--- src/rtl/fetch_branch_unit_if.sv ---
// Fetch/branch unit bus: instruction-memory handshake, decoder controls
// returned from the control unit, and the PC/link/status outputs.
interface fetch_branch_unit_if #(
  parameter int ADDR_W = 32
);
  logic              imem_req;
  logic [ADDR_W-1:0] imem_addr;
  logic              imem_valid;
  logic [31:0]       imem_rdata;
  logic [31:0]       instr;
  logic              instr_valid;
  logic              ex_done;
  logic              unconditional;
  logic [2:0]        conditional;
  logic              ad_sel;
  logic              halt;
  logic [31:0]       rs_data;
  logic              carry_flag;
  logic [ADDR_W-1:0] br_offset;
  logic [ADDR_W-1:0] pc;
  logic [ADDR_W-1:0] link_addr;
  logic              branch_taken;
  logic              halted;

  // Fetch unit side
  modport master (
    output imem_req, imem_addr, instr, instr_valid, pc, link_addr, branch_taken, halted,
    input  imem_valid, imem_rdata, ex_done, unconditional, conditional, ad_sel, halt,
           rs_data, carry_flag, br_offset
  );

  // Memory / control-unit / datapath side
  modport slave (
    input  imem_req, imem_addr, instr, instr_valid, pc, link_addr, branch_taken, halted,
    output imem_valid, imem_rdata, ex_done, unconditional, conditional, ad_sel, halt,
           rs_data, carry_flag, br_offset
  );
endinterface

--- src/rtl/fetch_branch_unit.sv ---
// Instruction fetch and next-PC stage of KGP-miniRISC.
//
// state | meaning
// ------+----------------------------------------------------------
// IDLE  | one cycle after reset release, imem_valid ignored
// FETCH | imem_req high at pc, waiting for imem_valid
// EXEC  | instr held and valid, waiting for ex_done to resolve next pc
// HALT  | halted, no further fetches; exit only through reset
module fetch_branch_unit #(
  parameter int                ADDR_W   = 32,
  parameter logic [ADDR_W-1:0] RESET_PC = '0
) (
  input logic                 clk,
  input logic                 reset_n,
  fetch_branch_unit_if.master bus
);

  typedef enum logic [1:0] {IDLE, FETCH, EXEC, HALT} state_t;

  state_t            state;
  logic [ADDR_W-1:0] pc_q;
  logic [ADDR_W-1:0] link_q;
  logic [31:0]       instr_q;
  logic              req_q;
  logic              iv_q;
  logic              bt_q;
  logic              halted_q;

  logic              cond_true;
  logic              taken;
  logic [ADDR_W-1:0] seq_pc;
  logic [ADDR_W-1:0] target;
  logic [ADDR_W-1:0] next_pc;

  // Evaluate the conditional-branch predicate from the decoded condition code
  always_comb begin
    cond_true = 1'b0;
    case (bus.conditional)
      3'b001:  cond_true = bus.rs_data[31];
      3'b010:  cond_true = (bus.rs_data == 32'd0);
      3'b011:  cond_true = (bus.rs_data != 32'd0);
      3'b100:  cond_true = bus.carry_flag;
      3'b101:  cond_true = ~bus.carry_flag;
      default: cond_true = 1'b0;
    endcase
  end

  assign taken   = bus.unconditional | cond_true;
  assign seq_pc  = pc_q + ADDR_W'(4);
  // Word offset is relative to the instruction after the branch.
  assign target  = bus.ad_sel ? bus.rs_data[ADDR_W-1:0] : seq_pc + (bus.br_offset << 2);
  assign next_pc = taken ? target : seq_pc;

  // Sequencer: fetch handshake, execute/resolve, halt; all outputs registered
  always_ff @(posedge clk or negedge reset_n) begin
    if (!reset_n) begin
      state    <= IDLE;
      pc_q     <= RESET_PC;
      link_q   <= RESET_PC + ADDR_W'(4);
      instr_q  <= '0;
      req_q    <= 1'b0;
      iv_q     <= 1'b0;
      bt_q     <= 1'b0;
      halted_q <= 1'b0;
    end else begin
      bt_q <= 1'b0;
      case (state)
        IDLE: begin
          req_q <= 1'b1;
          state <= FETCH;
        end
        FETCH: begin
          if (bus.imem_valid) begin
            instr_q <= bus.imem_rdata;
            link_q  <= seq_pc;
            req_q   <= 1'b0;
            iv_q    <= 1'b1;
            state   <= EXEC;
          end
        end
        EXEC: begin
          if (bus.ex_done) begin
            iv_q <= 1'b0;
            // Halt wins over any branch bits and leaves pc untouched.
            if (bus.halt) begin
              halted_q <= 1'b1;
              state    <= HALT;
            end else begin
              pc_q  <= next_pc;
              bt_q  <= taken;
              req_q <= 1'b1;
              state <= FETCH;
            end
          end
        end
        HALT:    state <= HALT;
        default: state <= IDLE;
      endcase
    end
  end

  assign bus.imem_req     = req_q;
  assign bus.imem_addr    = pc_q;
  assign bus.pc           = pc_q;
  assign bus.instr        = instr_q;
  assign bus.instr_valid  = iv_q;
  assign bus.link_addr    = link_q;
  assign bus.branch_taken = bt_q;
  assign bus.halted       = halted_q;

endmodule

--- src/flat_wrapper.sv ---
// flat-port wrapper written by rule: the top's interface ports become plain ports
module fetch_branch_unit_flat 
#(
  parameter int                ADDR_W   = 32,
  parameter logic [ADDR_W-1:0] RESET_PC = '0
)
  (clk, reset_n, bus_imem_req, bus_imem_addr, bus_instr, bus_instr_valid, bus_pc, bus_link_addr, bus_branch_taken, bus_halted, bus_imem_valid, bus_imem_rdata, bus_ex_done, bus_unconditional, bus_conditional, bus_ad_sel, bus_halt, bus_rs_data, bus_carry_flag, bus_br_offset);
  fetch_branch_unit_if #(.ADDR_W(ADDR_W)) bus_i ();
  input logic clk;
  input logic reset_n;
  output wire logic [$bits(bus_i.imem_req)-1:0] bus_imem_req;
  output wire logic [$bits(bus_i.imem_addr)-1:0] bus_imem_addr;
  output wire logic [$bits(bus_i.instr)-1:0] bus_instr;
  output wire logic [$bits(bus_i.instr_valid)-1:0] bus_instr_valid;
  output wire logic [$bits(bus_i.pc)-1:0] bus_pc;
  output wire logic [$bits(bus_i.link_addr)-1:0] bus_link_addr;
  output wire logic [$bits(bus_i.branch_taken)-1:0] bus_branch_taken;
  output wire logic [$bits(bus_i.halted)-1:0] bus_halted;
  input wire logic [$bits(bus_i.imem_valid)-1:0] bus_imem_valid;
  input wire logic [$bits(bus_i.imem_rdata)-1:0] bus_imem_rdata;
  input wire logic [$bits(bus_i.ex_done)-1:0] bus_ex_done;
  input wire logic [$bits(bus_i.unconditional)-1:0] bus_unconditional;
  input wire logic [$bits(bus_i.conditional)-1:0] bus_conditional;
  input wire logic [$bits(bus_i.ad_sel)-1:0] bus_ad_sel;
  input wire logic [$bits(bus_i.halt)-1:0] bus_halt;
  input wire logic [$bits(bus_i.rs_data)-1:0] bus_rs_data;
  input wire logic [$bits(bus_i.carry_flag)-1:0] bus_carry_flag;
  input wire logic [$bits(bus_i.br_offset)-1:0] bus_br_offset;
  assign bus_imem_req = bus_i.imem_req;
  assign bus_imem_addr = bus_i.imem_addr;
  assign bus_instr = bus_i.instr;
  assign bus_instr_valid = bus_i.instr_valid;
  assign bus_pc = bus_i.pc;
  assign bus_link_addr = bus_i.link_addr;
  assign bus_branch_taken = bus_i.branch_taken;
  assign bus_halted = bus_i.halted;
  assign bus_i.imem_valid = bus_imem_valid;
  assign bus_i.imem_rdata = bus_imem_rdata;
  assign bus_i.ex_done = bus_ex_done;
  assign bus_i.unconditional = bus_unconditional;
  assign bus_i.conditional = bus_conditional;
  assign bus_i.ad_sel = bus_ad_sel;
  assign bus_i.halt = bus_halt;
  assign bus_i.rs_data = bus_rs_data;
  assign bus_i.carry_flag = bus_carry_flag;
  assign bus_i.br_offset = bus_br_offset;
  fetch_branch_unit #(.ADDR_W(ADDR_W), .RESET_PC(RESET_PC)) u_core (.clk(clk), .reset_n(reset_n), .bus(bus_i));
endmodule
--- config.mk ---
export PLATFORM = sky130hd
export DESIGN_NAME = fetch_branch_unit_flat
export DESIGN_NICKNAME = d
export VERILOG_FILES = /design/src/rtl/fetch_branch_unit_if.sv /design/src/rtl/fetch_branch_unit.sv /design/src/flat_wrapper.sv
export SDC_FILE = /design/constraint.sdc
export NUM_CORES = 1
export LEC_CHECK = 0
export CORE_AREA = 2 2 137 139
export DETAILED_ROUTE_END_ITERATION = 12
export DIE_AREA = 0 0 139 141
export GPL_ROUTABILITY_DRIVEN = 1
export PLACE_DENSITY = 0.79
export SETUP_SLACK_MARGIN = 0.1
export SKIP_LAST_GASP = 1
export SLEW_MARGIN = 20
export SYNTH_ARGS = -nofsm -noshare
export SYNTH_HDL_FRONTEND = slang
export SYNTH_SLANG_ARGS = --single-unit
--- constraint.sdc ---
create_clock -name clk -period 10 [get_ports clk]
set_clock_uncertainty 0.15 [all_clocks]
set_input_delay 1 -clock clk [delete_from_list [all_inputs] [get_ports clk]]
set_output_delay 1 -clock clk [all_outputs]
set_load 0.01 [all_outputs]
==> results of run 1 <==
==> sequential cells by signal, summed over array words and instances, names as in the netlist <==
signal	count
u_core.bus.instr	32
u_core.bus.instr_valid	1
u_core.bus.branch_taken	1
u_core.bus.halted	1
u_core.state	2
u_core.bus.imem_req	1
u_core.bus.imem_addr	32
u_core.bus.link_addr	32
==> layer usage <==
metal	wire length (um)	track usage	part of all wire	up-vias
met5	0	0	0	-
met4	381	0.0564	0.017	0
met3	1370	0.0323	0.062	28
met2	10400	0.366	0.47	266
met1	10100	0.319	0.45	3143
li1	-	-	-	3129
==> layout by cell type, fill, tap and decap left out, types with 17 or more instances in the layout <==
master	count
a21o_1	17
xnor2_1	27
o21ai_0	54
xor2_1	21
clkdlybuf4s50_1	234
nand2_1	64
dfrtp_1	101
nor2_1	44
mux2_2	57
ha_1	36
inv_1	23
a21oi_1	49
nand3_1	22
==> cell families (layout without fill, tap and decap cells) <==
group                      after synthesis  after routing
and+or+nand+nor                        217            217
AOI/OAI and AO/OA                      204            204
DFF                                    102            102
buffers and inverters                   95            284
muxes                                   67             67
xor gates and xnor gates                48             48
adders and majority gates               37             37
==> critical path: cells and delay by family, from the launching register on <==
kind / cells / cell delay (ps)
flip-flops: 1 / 540
buffers and inverters: 1 / 90
AO/OA/AOI/OAI: 5 / 1580
XOR/XNOR: 1 / 290
AND/OR/NAND/NOR: 5 / 1180
adder cells (fa/ha/maj): 1 / 380
multiplexers: 1 / 270
==> where the power goes <==
group	switching (mW)	internal (mW)	total, mW
clock network	0.177	0.176	0.353
logic	0.566	0.657	1.22
registers	0.153	0.552	0.705
==> area by class of cell <==
cell class	count	area [sq um]	share of cell area
clock buffers	9	225	0.0232
repair buffers	244	2410	0.249
inverters	24	91.3	0.00942
flip-flops and latches	102	2550	0.263
multi-input cells	573	4050	0.418
clock inverters	7	65.1	0.00671
well taps	234	293	0.0302
==> cell usage after synthesis, types with 3 or more instances <==
| library cell | number |
|---|---|
| mux2_2 | 57 |
| ha_1 | 36 |
| nor2b_1 | 10 |
| nor3_1 | 7 |
| nor4_1 | 11 |
| a211o_1 | 3 |
| nor2_1 | 44 |
| and2_1 | 5 |
| xnor2_1 | 27 |
| dfrtp_1 | 101 |
| nor3_2 | 3 |
| mux2i_1 | 8 |
| buf_4 | 36 |
| nand2_1 | 64 |
| o311ai_0 | 3 |
| o211a_1 | 3 |
| a41oi_1 | 3 |
| nand2b_1 | 5 |
| or3_1 | 5 |
| o211ai_1 | 11 |
| and3_1 | 15 |
| o21ai_0 | 54 |
| a211oi_1 | 6 |
| a21o_1 | 17 |
| o22ai_1 | 7 |
| and4_1 | 5 |
| a21oi_1 | 49 |
| buf_2 | 3 |
| a31oi_1 | 7 |
| nand3_1 | 22 |
| nand4_1 | 12 |
| o21bai_1 | 5 |
| xor2_1 | 21 |
| inv_1 | 23 |
| a21boi_0 | 3 |
| clkbuf_1 | 29 |
| o21a_1 | 5 |
==> per-stage QoR <==
stage	worst slack [ps]	instances	total power [mW]	instance area (sq um)	utilization
6_report	5400	1193	2.28	9700	0.531
5_1_grt	5050	1193	2.43	9700	0.531
4_1_cts	5500	1193	2.29	9700	0.531
3_5_place_dp	5190	1177	1.93	9410	0.515
3_3_place_gp	5260	1177	1.91	9410	0.515
2_1_floorplan	6290	770	1.38	7110	-
==> worst paths after layout <==
check	startpoint	to	cells after the start
min in group asynchronous	reset_n	u_core.bus.link_addr[15]	1
setup reg to reg	u_core.bus.imem_addr[4]	u_core.bus.imem_addr[25]	14
max in group asynchronous	reset_n	u_core.bus.imem_addr[10]	2
setup / recovery	u_core.bus.imem_addr[4]	u_core.bus.imem_addr[25]	14
hold reg to reg	u_core.bus.halted	u_core.bus.halted	1
hold / removal	u_core.bus.halted	u_core.bus.halted	1
==> results.toml, run 1 <==
[timing]
timing.setup.tns_ps = 0
finalCritPeriodShare = 0.460
finalSetupViolations = 0
period_needed_ps = 4600
finalHoldViolations = 0
rsz0062_at_grt = "false"
worst_pin_slew_ps = 770
report.final.slew_viol_count = 0
hold_ws_ps = 337
fmax_mhz = 217
relSlewSlack = 0.487

[setup_path]
crit_chain = "and4_1 > and4_1 > nand3_1 > xor2_1 > inv_1 > ha_1 > and4_1 > nand2_1 > a211oi_1 > o311ai_0 > a21oi_1 > a41oi_1 > mux2i_1 > a31oi_1"
cp_slowest_cell = "dfrtp_1"
crit_path_end_kind = "flop"
r2r_setup_slack_ps = 5400
path_class = "reg -> reg"
critPathLaunchType = "flop"
cp_max_fo = 9
cp.arrival_ps = 4680
crit_top_cell = "and4_1"
critPathRequiredTime_ps = 10080
cp_slowest_stage_delay_ps = 540

[synthesis]
yosys-top-cells-area = "dfrtp_1, mux2_2, ha_1"
yosys.area_share.simple = 0.153
synth_compound_gate_area_share = 0.185
avgSynthCellArea_sq_um = 9.23
synth_area_leader_cell = "dfrtp_1"
yosys_warnings = 0
muxShareOfSynthArea = 0.106
synth_top_area_share = 0.355
netlist_instances = 770
synth_xor_area_frac = 0.0591
ys_async_sr_fraction = 1.00
synth.cell_area_sq_um = 7110
synth_fp_nets = 914
synth_edf_count = 0
ys_ff_latch = 102
ys_types = 70
synth_top_family_by_area = "compound AO/OA/AOI/OAI gates"
ys_seq_area_frac = 0.359
synth_fa_ha_area_frac = 0.0662
synth_flop_cell = "dfrtp_1"

[clock_tree]
clock-root-buffer = "clkbuf_16"
post-cts-setup-buffers = 0
cts_tree = "yes"
insertion_delay_ps = 350
cts_buffers = 9
cts_hold_buffers = 0
ctsResizeCount = 0
cts_sinks = 102
cts_buffer_depth = 2
cts.htree.levels = 3
clk_pin_slew_worst_paths_ps = 80

[power]
power.leakage_nw = 4.21
pwr_density_cell_nw_per_um2 = 235
ir_drop_uv = 121

[grt]
grt_pass1_vias = 6385
grt_pass1_wl_um = 35500
overflow = 0
antenna_found_initial = 0
grt_max_degree = 59
grt_use_total = 0.226

[floorplanning]
core_sq_um = 18300
top_level_ports = 239
die_h_um = 141
initial_core_util = 0.389
die_x_um = 139
dieArea_sq_um = 19600
rows = 50

[detailed_routing]
viasPerCell = 5.50
dr.pass1.iters = 7
num_vias = 6566
route.detailed.drc = 0
drt_iter0_drc = 457
wirelength_um = 22300
antenna_left = 0
wl_per_cell_um = 18.7

[placed_design]
io_buffers = 236
place.gp.congestion = 0.894
dp_hpwl_um = 17000

[cells_and_area]
fill_cells = 1690
layout.nets = 1098
area_growth_pct = 36.4
layout-drive-gt1-share = 0.102
n_antenna_cell = 0

[flow_run]
maxCapViolations = 0

[outcome]
outcome = "complete, no violations"

[worst_hold_path]
min_path_type = "reg -> reg"
Power figures use the tool's default switching activity.
==> inputs of run 2 (changes only) <==
- clock period: 10 -> 4.55 ns (I/O delays scaled with it)
==> results.toml, run 2 (synthesized netlist as in run 1, its figures left out) <==
[detailed_routing]
antenna_left = 0
route.detailed.drc = 0
viasPerCell = 5.50
wirelength_um = 22300
wl_per_cell_um = 18.5
dr.pass1.iters = 5
num_vias = 6614
drt_iter0_drc = 486

[floorplanning]
initial_core_util = 0.389
core_sq_um = 18300
die_h_um = 141
top_level_ports = 239
dieArea_sq_um = 19600
die_x_um = 139
rows = 50

[setup_path]
path_class = "reg -> reg"
crit_path_end_kind = "flop"
r2r_cells = 14
cp_max_fo = 8
cp.arrival_ps = 4260
r2r_setup_slack_ps = 400
critPathRequiredTime_ps = 4660
r2r-start = "u_core.bus.imem_addr[15]"
critPathLaunchType = "flop"
r2r_end = "u_core.bus.imem_addr[29]"

[cells_and_area]
layout.nets = 1108
final_cell_mix = "clkdlybuf4s50_1, dfrtp_1, nand2_1, mux2_2, o21ai_0"
finalNonFillerCells = 1203
area_growth_pct = 37.5
final_common_cell = "clkdlybuf4s50_1"
stdcell_area_sq_um = 9780
layout-drive-gt1-share = 0.117
n_antenna_cell = 0
fill_cells = 1676
finish.utilization = 0.535

[power]
pwr-share-seq = 0.304
pwr_density_cell_nw_per_um2 = 515
p_clk_frac = 0.151
power.total_mw = 5.04
power_frac_comb = 0.545
switchingPower_mw = 1.97
power.leakage_nw = 4.25
swShare = 0.391
internal-power_mw = 3.07
ir_drop_uv = 243

[placed_design]
place.gp.congestion = 0.919
place_ws_ps = 334
dp_cells = 1187
dp_hpwl_um = 17100
io_buffers = 236
place_area_sq_um = 9480

[grt]
overflow = 0
grt_pass1_wl_um = 34700
grt_max_degree = 67
antenna_found_initial = 0
grt_pass1_vias = 6411
grt_use_total = 0.224

[timing]
period_needed_ps = 4150
finalCritPeriodShare = 0.912
worst_pin_slew_ps = 855
hold_ws_ps = 49.3
report.final.slew_viol_count = 0
fin_ws_ps = 401
rsz0062_at_grt = "false"
fmax_mhz = 241
relSlewSlack = 0.430
timing.setup.tns_ps = 0
finalSetupViolations = 0
finalHoldViolations = 0

[outcome]
outcome = "complete, no violations"

[worst_hold_path]
min_path_type = "in -> async"

[clock_tree]
cts_buffer_depth = 2
cts_buffers = 9
clock-root-buffer = "clkbuf_16"
cts.htree.levels = 3
post-cts-setup-buffers = 0
clk_pin_slew_worst_paths_ps = 80
insertion_delay_ps = 360
cts_tree = "yes"
cts_sinks = 102

[flow_run]
maxCapViolations = 0
-- run 2: changes by cell type in the layout (fill, tap and decap cells not counted), sizes merged --
cell      previous run  this run
buf                 10        20
clkinv               3         2
clkinvlp             1         3
inv                 27        26
-- run 2: worst max-delay path by stage --
stage                              from                  endpoint  slack [ps]  cells past startpoint
2_1_floorplan   u_core.bus.imem_addr[9]  u_core.bus.imem_addr[29]         840                     15
3_3_place_gp    u_core.bus.imem_addr[5]  u_core.bus.imem_addr[31]         390                     14
3_5_place_dp    u_core.bus.imem_addr[5]  u_core.bus.imem_addr[31]         330                     14
4_1_cts         u_core.bus.imem_addr[5]  u_core.bus.imem_addr[31]         290                     14
5_1_grt        u_core.bus.imem_addr[15]  u_core.bus.imem_addr[29]         120                     13
6_report       u_core.bus.imem_addr[15]  u_core.bus.imem_addr[29]         400                     14
-- run 2: what timing repair did --
action                                  in CTS  in global routing
resized for setup                            0                  5
endpoints found under the setup margin       0                  3
hold buffers                                 0                  0
-- run 2: cell type report --
cell class / count / area, sq um / area share
clock buffer: 9 / 225 / 0.0230
clock inverter: 7 / 56.3 / 0.00576
inverter: 24 / 91.3 / 0.00934
multi-input combinational: 573 / 4070 / 0.416
sequential: 102 / 2560 / 0.261
tap: 234 / 293 / 0.0299
timing repair buffer: 254 / 2490 / 0.255
-- run 2: critical path: stages, from the launching register on --
cell and delay (ps):
dfrtp_1 540, and4_1 270, nand4_1 270, nor3_2 400
and3_1 290, nand3_1 150, xnor2_1 210, ha_1 440
nand2_1 120, a21oi_1 130, o21ai_0 140, nor4b_1 170
o311ai_0 370, o21ai_1 140, a221oi_1 270
-- run 2: routing by layer --
metal	global-route usage	wire length, um	part of all wire
met3	0.0425	1590	0.071
met1	0.299	9970	0.45
met5	0	0	0
met4	0.0776	395	0.018
met2	0.367	10300	0.46
-- run 2: power by group through the flow --
stage | logic [mW] | registers (mW) | clock network [mW]
2_1_floorplan | 1.42 | 1.62 | 0
3_3_place_gp | 2.70 | 1.52 | 0
3_5_place_dp | 2.73 | 1.54 | 0
4_1_cts | 2.74 | 1.53 | 0.783
5_1_grt | 2.96 | 1.59 | 0.821
6_report | 2.75 | 1.53 | 0.761
